[config.mk]
export PLATFORM = sky130hd
export DESIGN_NAME = iobs_slave_port
export DESIGN_NICKNAME = d
export VERILOG_FILES = /design/src/rtl/iobs_slave_port.sv
export SDC_FILE = /design/constraint.sdc
export NUM_CORES = 1
export LEC_CHECK = 0
export CORE_AREA = 4 4 45 47
export CTS_BUF_LIST = sky130_fd_sc_hd__clkbuf_2
export DETAILED_ROUTE_END_ITERATION = 8
export DIE_AREA = 0 0 49 51
export PLACE_DENSITY = 0.66
export SLEW_MARGIN = 5
export SYNTH_ARGS = -nofsm -noshare
export SYNTH_HDL_FRONTEND = slang
export SYNTH_SLANG_ARGS = --single-unit
[constraint.sdc]
create_clock -name CLK -period 1.6 [get_ports CLK]
set_input_delay 0.32 -clock CLK [delete_from_list [all_inputs] [get_ports CLK]]
set_output_delay 0.32 -clock CLK [all_outputs]
set_load 0.02 [all_outputs]
[src/rtl/iobs_slave_port.sv]
// iobs_slave_port: CPU-side slave port handing I/O accesses to the C16M I/O bus master; define IOBS_POSTED_WRITE_EN to post writes
module iobs_slave_port (
  input  logic CLK,
  input  logic nRES,
  input  logic nAS,
  input  logic IOCS,
  input  logic RW,
  input  logic LDS,
  input  logic UDS,
  input  logic IOACT,
  input  logic IODONE,
  input  logic IOBERR,
  output logic IORDREQ,
  output logic IOWRREQ,
  output logic IOLDS,
  output logic IOUDS,
  output logic IOL_LE,
  output logic nDTACKout,
  output logic nBERRout,
  output logic PWERR
);
`ifdef IOBS_POSTED_WRITE_EN
  localparam logic POST_EN = 1'b1;
`else
  localparam logic POST_EN = 1'b0;
`endif
  typedef enum logic [2:0] {S_IDLE, S_REQ, S_ACT, S_FIN, S_TERM} state_t;
  state_t r_state, w_next;
  logic r_act_m, r_actr, r_berr_m, r_berrr, r_done_m, r_doner_unused;
  logic r_rw, r_lds, r_uds, r_le, r_err, r_abort, r_posted, r_pwerr, r_dtack, r_berr;
  logic w_access, w_busy, w_term_ok;
  assign w_access  = !nAS && IOCS && r_state == S_IDLE && !r_dtack && !r_berr;
  assign w_busy    = r_state inside {S_REQ, S_ACT, S_FIN};
  assign w_term_ok = r_state == S_FIN && !r_posted && !r_abort;
  assign IORDREQ   = r_state == S_REQ && r_rw;
  assign IOWRREQ   = r_state == S_REQ && !r_rw;
  assign IOLDS     = r_lds;
  assign IOUDS     = r_uds;
  assign IOL_LE    = r_le;
  assign nDTACKout = !r_dtack;
  assign nBERRout  = !r_berr;
  assign PWERR     = r_pwerr;
  // two-flop synchronizers for the C16M-domain status lines (IODONE kept for the I/O side, FSM keys off IOACT)
  always_ff @(posedge CLK) begin
    if (!nRES) begin
      {r_act_m, r_actr, r_berr_m, r_berrr, r_done_m, r_doner_unused} <= '0;
    end else begin
      {r_act_m, r_actr} <= {IOACT, r_act_m};
      {r_berr_m, r_berrr} <= {IOBERR, r_berr_m};
      {r_done_m, r_doner_unused} <= {IODONE, r_done_m};
    end
  end
  // transfer sequencing: a CPU abort lets the I/O side finish, FIN then skips TERM
  always_comb begin
    w_next = r_state;
    case (r_state)
      S_IDLE:  w_next = w_access ? S_REQ : S_IDLE;
      S_REQ:   w_next = r_actr ? S_ACT : S_REQ;
      S_ACT:   w_next = r_actr ? S_ACT : S_FIN;
      S_FIN:   w_next = (w_term_ok && !nAS) ? S_TERM : S_IDLE;
      S_TERM:  w_next = nAS ? S_IDLE : S_TERM;
      default: w_next = S_IDLE;
    endcase
  end
  // state, access latches and terminations; any termination drops the cycle after nAS is seen high
  always_ff @(posedge CLK) begin
    if (!nRES) begin
      r_state  <= S_IDLE;
      r_le     <= 1'b0;
      r_rw     <= 1'b0;
      r_lds    <= 1'b0;
      r_uds    <= 1'b0;
      r_posted <= 1'b0;
      r_err    <= 1'b0;
      r_abort  <= 1'b0;
      r_pwerr  <= 1'b0;
      r_dtack  <= 1'b0;
      r_berr   <= 1'b0;
    end else begin
      r_state <= w_next;
      r_le    <= w_access;
      if (w_access) begin
        r_rw     <= RW;
        r_lds    <= LDS;
        r_uds    <= UDS;
        r_posted <= POST_EN && !RW;
        r_err    <= 1'b0;
        r_abort  <= 1'b0;
      end else begin
        r_err   <= r_err || (r_state == S_ACT && r_berrr);
        r_abort <= r_abort || (w_busy && nAS);
      end
      r_pwerr <= r_pwerr || (r_state == S_FIN && r_posted && r_err);
      r_dtack <= !nAS && (r_dtack || (r_le && r_posted) || (w_term_ok && !r_err));
      r_berr  <= !nAS && (r_berr || (w_term_ok && r_err));
    end
  end
endmodule

# Word level (Yosys, flattened, before mapping)
# Cells that the tools add are included.
# classes
eq_ne,4
mux,6
n_bitwise,1
n_reduce_logical,27
# op_table
cell,n
case mux 3 bit (5 select lines),1
logical AND 1 bit,14
== test 3 x 2 -> 1 bit (second input constant),2
zero test 1 bit,6
2-to-1 mux 3 bit,2
logical OR 1 bit,4
== test 3 x 1 -> 1 bit (second input constant),1
== test 3 bit (second input constant),1
zero test 3 bit,1
nonzero test 3 bit,1
2-to-1 mux 1 bit,2
2-to-1 mux 2 bit,1
OR reduction 2 bit,1
inverter 1 bit,1
# totals
ff_bits,15
input_bits,10
out_inout_bits,8
elab_cells,51

# Depth between registers and ports, before layout
# Gate-level depths: netlist of run 1.
# depth
depth_word,7
depth_mapped,5
mapped_depth_nobuf,3

# Worst setup path after synthesis of run 1
# Ideal clock, no wire load.
# synth_timing
path_type,register to output
startpoint,register r_state[0]
endpoint,output IOWRREQ
arrival_ns,1.107
required_ns,1.280
path_slack_ns,0.173
path_stages_with_launch,3
path_buffers,0
path_cell_list,dfxtp_1 nor2b_1 nor3b_1
# synth_between
elab_chain_len,2
# synth_rtl
item,line,source
start: declaration,28,"state_t r_state, w_next;"
start signal: assignment,80,r_state <= w_next;
== test 3 x 1 -> 1 bit,36,assign IOWRREQ = r_state == S_REQ && !r_rw;
logical AND 1 bit,36,
end: declaration,14,"output logic IOWRREQ,"
# Every way passes these cells.

# Final worst setup path of run 1
# layout_timing
startpoint,register r_le (netlist: IOL_LE)
endpoint,output IOL_LE
# layout_rtl
item,line,source
start: declaration,30,"logic r_rw, r_lds, r_uds, r_le, r_err, r_abort, r_posted, r_pwerr, r_dtack, r_berr;"
start signal: assignment,81,r_le <= w_access;
end: declaration,17,"output logic IOL_LE,"
# No word-level cell between the ends.

==> impl_results.md, run 1 <==
- Status: finished, final reports clean
- Critical Path RT: 1.28 ns
- CP Capture Type: output port
- Multi-input logic area: 273 sq um
- Yosys top cell by area: dfxtp_1
- Final nets: 97
- Avg Vias per Cell: 4.59
- Slew Limit Fails: 0
- Total number of vias: 473
- TritonCTS clock tree: built
- Crit-path max FO: 1
- Worst hold path endpoint: r_berrr$_SDFF_PN0_
- Tot GR Track Use: 10.5%
- FMAX: 648 MHz
- Post-route cell area: around 840 sq um
- Syn Inst Count: 63
- Starting Density: 37.0%
- Postcts setup bufs: 0
- Critical Path Max Stage Delay: around 0.60 ns
- Period utilization: 96.5%
- H-tree levels: 1
- IO buf count: 15
- Number of I/O pins: 18
- LEAKAGE: 0.373 nW
- DR pass1 iterations: 2
- Final setup fails: 0
- Cell Area, Synth: 611 sq um
- DR DRC count: 0
- Fin Hold WS: 0.448 ns
- Sequential share of the synthesized area: 49.2%
- Starting DRC count in detailed routing: 6
- Vias in the first global route: 469
- Worst-path clk slew: 0.14 ns
- IR drop worst, VDD: 0.589 mV
- CP top delay family: buffers and inverters
- Setup repair after global routing missed its margin: no
- Slack of the worst reg-to-reg path: 0.29 ns
- Post-Route WL: 1.12 mm
- Placer Congestion: 0.676
- Post-synth net total: 73
- Synth area leaders: dfxtp_1, and2_1, mux2i_1, nand2_1, nor2b_1
- Syn-to-layout area delta: 36.9%
- Total power: 0.677 mW
- Clock Path Buffers: 2
- Worst-Skew Late Latency: 0.28 ns
- ANT nets after route: 0
- M1 GR Usage: 13.5%
- Register bit total from synthesis: 15
- Routing usage on met3: under 10%
- Setup Total Neg Slack: 0 ns
- Routed WL per cell: around 11 um
- Core footprint: 1650 sq um
- Die height: roughly 51 um
- Largest net degree at the start of global routing: 12
- Mean Syn Cell Area: 9.69 sq um
- Setup Skew: roughly 0.0025 ns
- Row count: 15
- Final hold violations: 0
- FILL cells: between 150 and 200
- Tmin final: 1.54 ns
- Post-DP Area: 808 sq um
- GR Util met2: 15.0%
- Die area: 2500 sq um
- Storage element area: 302 sq um
- Hold depth: 1
- Unique masters post-synth: 22
- WP buf/inv: 1
- CP Launch Type: flop
- Crit path cell chain: clkdlybuf4s50_1
- R2R depth: 5
- Num CTS Buffers: 3
- Initial antenna violation count: 0
- CTS Sinks: 15
- DIE WIDTH: 49 um
- WS Path Type: flop to output port
- Cell Pwr Density: 810 nW/um^2
- Grt peak-use layer: met2
- Hold WC Path Type: flop to flop
- R2r startpoint: r_state[2]$_SDFF_PN0_
- Diode count: 0
- Hpwl dp: 845 um
- Critical R2R Capture: IOLDS$_SDFFE_PN0P_
- Max-cap viol count: 0
- Final core occ: 50.6%
- Total gr overflow: 0
- Root Buffer: clkbuf_2
- Slowest cell on crit path: clkdlybuf4s50_1
- Area share of the largest cell type after synthesis: around 49%
- Layout cell share with drive strength beyond 1: 22.1%
- Worst Hold Launch: r_berr_m$_SDFF_PN0_
- Worst EP arrival: 1.22 ns
- First-pass GRT wire length: 2.00 mm
- Yosys warns: 0
==> cell usage after synthesis <==
library cell	number
dfxtp_1	15
nand2_1	7
and2_1	5
nor2b_1	4
inv_1	3
mux2i_1	3
nor2_1	3
nor3b_1	3
a21oi_1	2
and3b_1	2
buf_6	2
nand2b_1	2
o21a_1	2
o21ai_0	2
and4_1	1
and4bb_2	1
buf_4	1
clkbuf_1	1
conb_1	1
nand4bb_1	1
nor3_2	1
o21bai_1	1
==> cell families after synthesis <==
group | Yosys count | share of synthesized area [%]
AND/OR/NAND/NOR | 30 | 30.9
flip-flops | 15 | 49.2
AO/OA/AOI/OAI | 7 | 6.97
buffers and inverters | 7 | 7.38
multiplexers | 3 | 4.92
other | 1 | 0.614
==> sequential cells by signal, indices dropped and copies added, names as in the netlist <==
name	count
r_abort	1
r_rw	1
r_err	1
IOL_LE	1
r_berr_m	1
r_berr	1
r_actr	1
r_state	3
IOLDS	1
r_act_m	1
r_berrr	1
IOUDS	1
r_dtack	1
==> placed cells by master (no fill, tap or decap), types with 3 or more instances in the layout <==
master	synthesis	layout
dfxtp_1	15	14
clkdlybuf4s50_1	0	9
buf_4	1	8
nand2_1	7	7
and2_1	5	5
clkbuf_2	0	4
inv_1	3	3
nor2_1	3	3
mux2i_1	3	3
nor2b_1	4	3
==> routing by layer <==
| layer | vias up | wire (um) |
|---|---|---|
| li1 | 247 | - |
| met1 | 211 | 501 |
| met2 | 11 | 539 |
| met3 | 4 | 45 |
| met4 | 0 | 33 |
| met5 | - | 0 |
==> stage by stage <==
step           setup slack [ns]  std cells
5_1_grt                 0.00785        103
3_3_place_gp            -0.0263         99
2_1_floorplan             0.173         63
6_report                 0.0566        103
4_1_cts                  0.0135        103
3_5_place_dp            -0.0472         99
==> cell type report <==
type / count / share of cell area [%]
Multi-Input combinational cell: 41 / 32.6
Inverter: 3 / 1.35
Timing Repair Buffer: 23 / 25.0
Tap cell: 17 / 2.54
Sequential cell: 15 / 36.1
Clock buffer: 4 / 2.40
==> worst max-delay path by stage <==
stage	endpoint	depth (start not counted)	slack, ns	start
6_report	IOL_LE	1	0.06	IOL_LE$_SDFF_PN0_
3_5_place_dp	IOWRREQ	3	-0.05	r_state[0]$_SDFF_PN0_
2_1_floorplan	IOWRREQ	2	0.17	r_state[0]$_SDFF_PN0_
4_1_cts	IOUDS	1	0.01	IOUDS$_SDFFE_PN0P_
5_1_grt	IORDREQ	3	0.008	r_state[0]$_SDFF_PN0_
3_3_place_gp	IOWRREQ	3	-0.03	r_state[0]$_SDFF_PN0_
==> report_power, final <==
group / switching (mW) / leakage [nW] / internal, mW
registers: 0.00551 / 0.123 / 0.388
logic: 0.0408 / 0.234 / 0.0588
clock network: 0.117 / 0.0166 / 0.0663
==> repair_timing <==
item	4_1_cts	5_1_grt
gates resized for setup	10	5
pin swaps	0	0
endpoints found under the setup margin	4	4
hold buffers	0	0
gates cloned	0	0
==> worst register-to-register path, cell delays in order, from the launching register on <==
cell and delay (ns):
dfxtp_1 0.36, buf_4 0.16, nor3_2 0.15, and4_1 0.25, buf_4 0.15, mux2i_1 0.17
(Power assumes the default switching activity.)
==> inputs of run 2 (changes only) <==
--- a/config.mk
+++ b/config.mk
@@ -9,6 +9,8 @@
 export CTS_BUF_LIST = sky130_fd_sc_hd__clkbuf_2
 export DETAILED_ROUTE_END_ITERATION = 8
 export DIE_AREA = 0 0 49 51
+export GPL_ROUTABILITY_DRIVEN = 0
+export GPL_TIMING_DRIVEN = 0
 export PLACE_DENSITY = 0.66
 export SLEW_MARGIN = 5
 export SYNTH_ARGS = -nofsm -noshare
==> impl_results.md, run 2 (synthesis results as in run 1) <==
- DR DRC count: 0 (unchanged)
- Final core occ: 50.0% (-0.61 points)
- Vias in the first global route: 455 (-3.0%)
- Max FFs per register: 3 (unchanged)
- Period utilization: 95.3% (-1.2 points)
- Most common cell after layout, fill and taps aside: dfxtp_1
- Clock Path Buffers: 2 (unchanged)
- Crit-path max FO: 4 (+3)
- Root Buffer: clkbuf_2
- Worst EP arrival: 1.20 ns (-0.02 ns)
- Most frequent cells in the layout: dfxtp_1, clkdlybuf4s50_1, nand2_1
- Tot GR Track Use: 10.0% (-0.52 points)
- Row count: 15 (unchanged)
- Cell Pwr Density: 799 nW/um^2 (-1.3%)
- Total number of vias: 467 (-1.3%)
- CP Launch Type: flop
- Hpwl dp: 841 um (-0.54%)
- IO buf count: 15 (unchanged)
- CTS Sinks: 15 (unchanged)
- Starting DRC count in detailed routing: 3 (-3)
- CP Capture Type: output port
- Initial antenna violation count: 0 (unchanged)
- Routed WL per cell: 11.1 um (+1.9%)
- Max-cap viol count: 0 (unchanged)
- Status: finished, final reports clean
- DR pass1 iterations: 2 (unchanged)
- Setup Skew: 0.00492 ns (+0.00245 ns)
- Total power: 0.660 mW (-2.5%)
- Final setup fails: 0 (unchanged)
- Syn-to-layout area delta: 35.2%
- Final hold violations: 0 (unchanged)
- Diode count: 0 (unchanged)
- Post-Route WL: 1.11 mm (-1.1%)
- Avg Vias per Cell: 4.67 (+1.7%)
- Fin Hold WS: 0.451 ns (+0.00250 ns)
- Die height: 51 um (unchanged)
- Total gr overflow: 0 (unchanged)
- Tmin final: 1.52 ns (-0.0190 ns)
- H-tree levels: 1 (unchanged)
- Hold_buf cts: 0 (unchanged)
- First-pass GRT wire length: 1.93 mm (-3.8%)
- IR drop worst, VDD: 0.617 mV (+4.8%)
- TritonCTS clock tree: built
- Slew Limit Fails: 0 (unchanged)
- Largest net degree at the start of global routing: 11 (-1)
- Critical Path RT: 1.28 ns (about the same)
- Starting Density: 37.0% (unchanged)
- ANT nets after route: 0 (unchanged)
- LEAKAGE: 0.358 nW (-4.0%)
- DIE WIDTH: 49 um (unchanged)
- R2R depth: 5 (unchanged)
- Setup repair after global routing missed its margin: no
- Largest register by flop count: r_state
- Layout cell share with drive strength beyond 1: 19.3% (-2.8 points)
- Hold depth: 1 (unchanged)
- Number of I/O pins: 18 (unchanged)
- Final nets: 94 (-3.1%)
- Worst-path clk slew: 0.14 ns (about the same)
- Die area: 2500 sq um (unchanged)
- Slack of the worst reg-to-reg path: 0.28 ns (about the same)
- Hold WC Path Type: flop to flop
- Num CTS Buffers: 3 (unchanged)
- Worst-Skew Late Latency: 0.27 ns (about the same)
- Core footprint: 1650 sq um (unchanged)
- WS Path Type: flop to output port
- FMAX: 656 MHz (+1.2%)
==> run 2: layout make-up <==
type                            instances  area [sq um]
Tap cell                               17          21.3
Buffer                                  4          33.8
Clock inverter                          1          5.00
Clock buffer                            3          15.0
Sequential cell                        15           305
Multi-Input combinational cell         41           278
Inverter                                3          11.3
Fill cell                             167           826
Timing Repair Buffer                   16           156
==> run 2: final timing paths <==
check / from / endpoint
worst max register to register: r_state[0]$_SDFF_PN0_ / r_abort$_SDFF_PP0_
worst min register to register: r_berr_m$_SDFF_PN0_ / r_berrr$_SDFF_PN0_
worst min-delay path: r_berr_m$_SDFF_PN0_ / r_berrr$_SDFF_PN0_
worst max-delay path: r_state[0]$_SDFF_PN0_ / IORDREQ
==> run 2: timing repair <==
action,in CTS,in global routing
pin swaps,0,0
gates resized for setup,13,5
buffers inserted,0,1
setup endpoints to repair,4,4
==> run 2: worst max-delay path: stages, from the launching register on <==
cell             delay, ns
dfxtp_4               0.38
nor2b_4               0.15
and3b_1               0.15
clkdlybuf4s15_2       0.25
==> run 2: power by group <==
part	internal (mW)	switching (mW)
Sequential	0.388	0.00639
Combinational	0.0553	0.0404
Clock	0.0566	0.114
Total	0.500	0.161
==> run 2: per-stage QoR <==
| stage | setup slack [ns] | cell area (sq um) | cells | setup TNS (ns) |
|---|---|---|---|---|
| 5_1_grt | 0.00558 | 826 | 100 | 0 |
| 2_1_floorplan | 0.173 | 611 | 63 | 0 |
| 3_3_place_gp | -0.162 | 782 | 95 | -0.275 |
| 6_report | 0.0756 | 826 | 100 | 0 |
| 3_5_place_dp | -0.171 | 782 | 95 | -0.295 |
| 4_1_cts | 0.0253 | 805 | 99 | 0 |
==> run 2: layer usage <==
metal	track usage (%)	up-vias	routed length, um	part of all wire, %
li1	-	242	-	-
met1	10.9	215	467	42
met2	16.5	8	558	50
met3	3.21	2	65	5.9
met4	6.73	0	16	1.4
met5	0	-	0	0
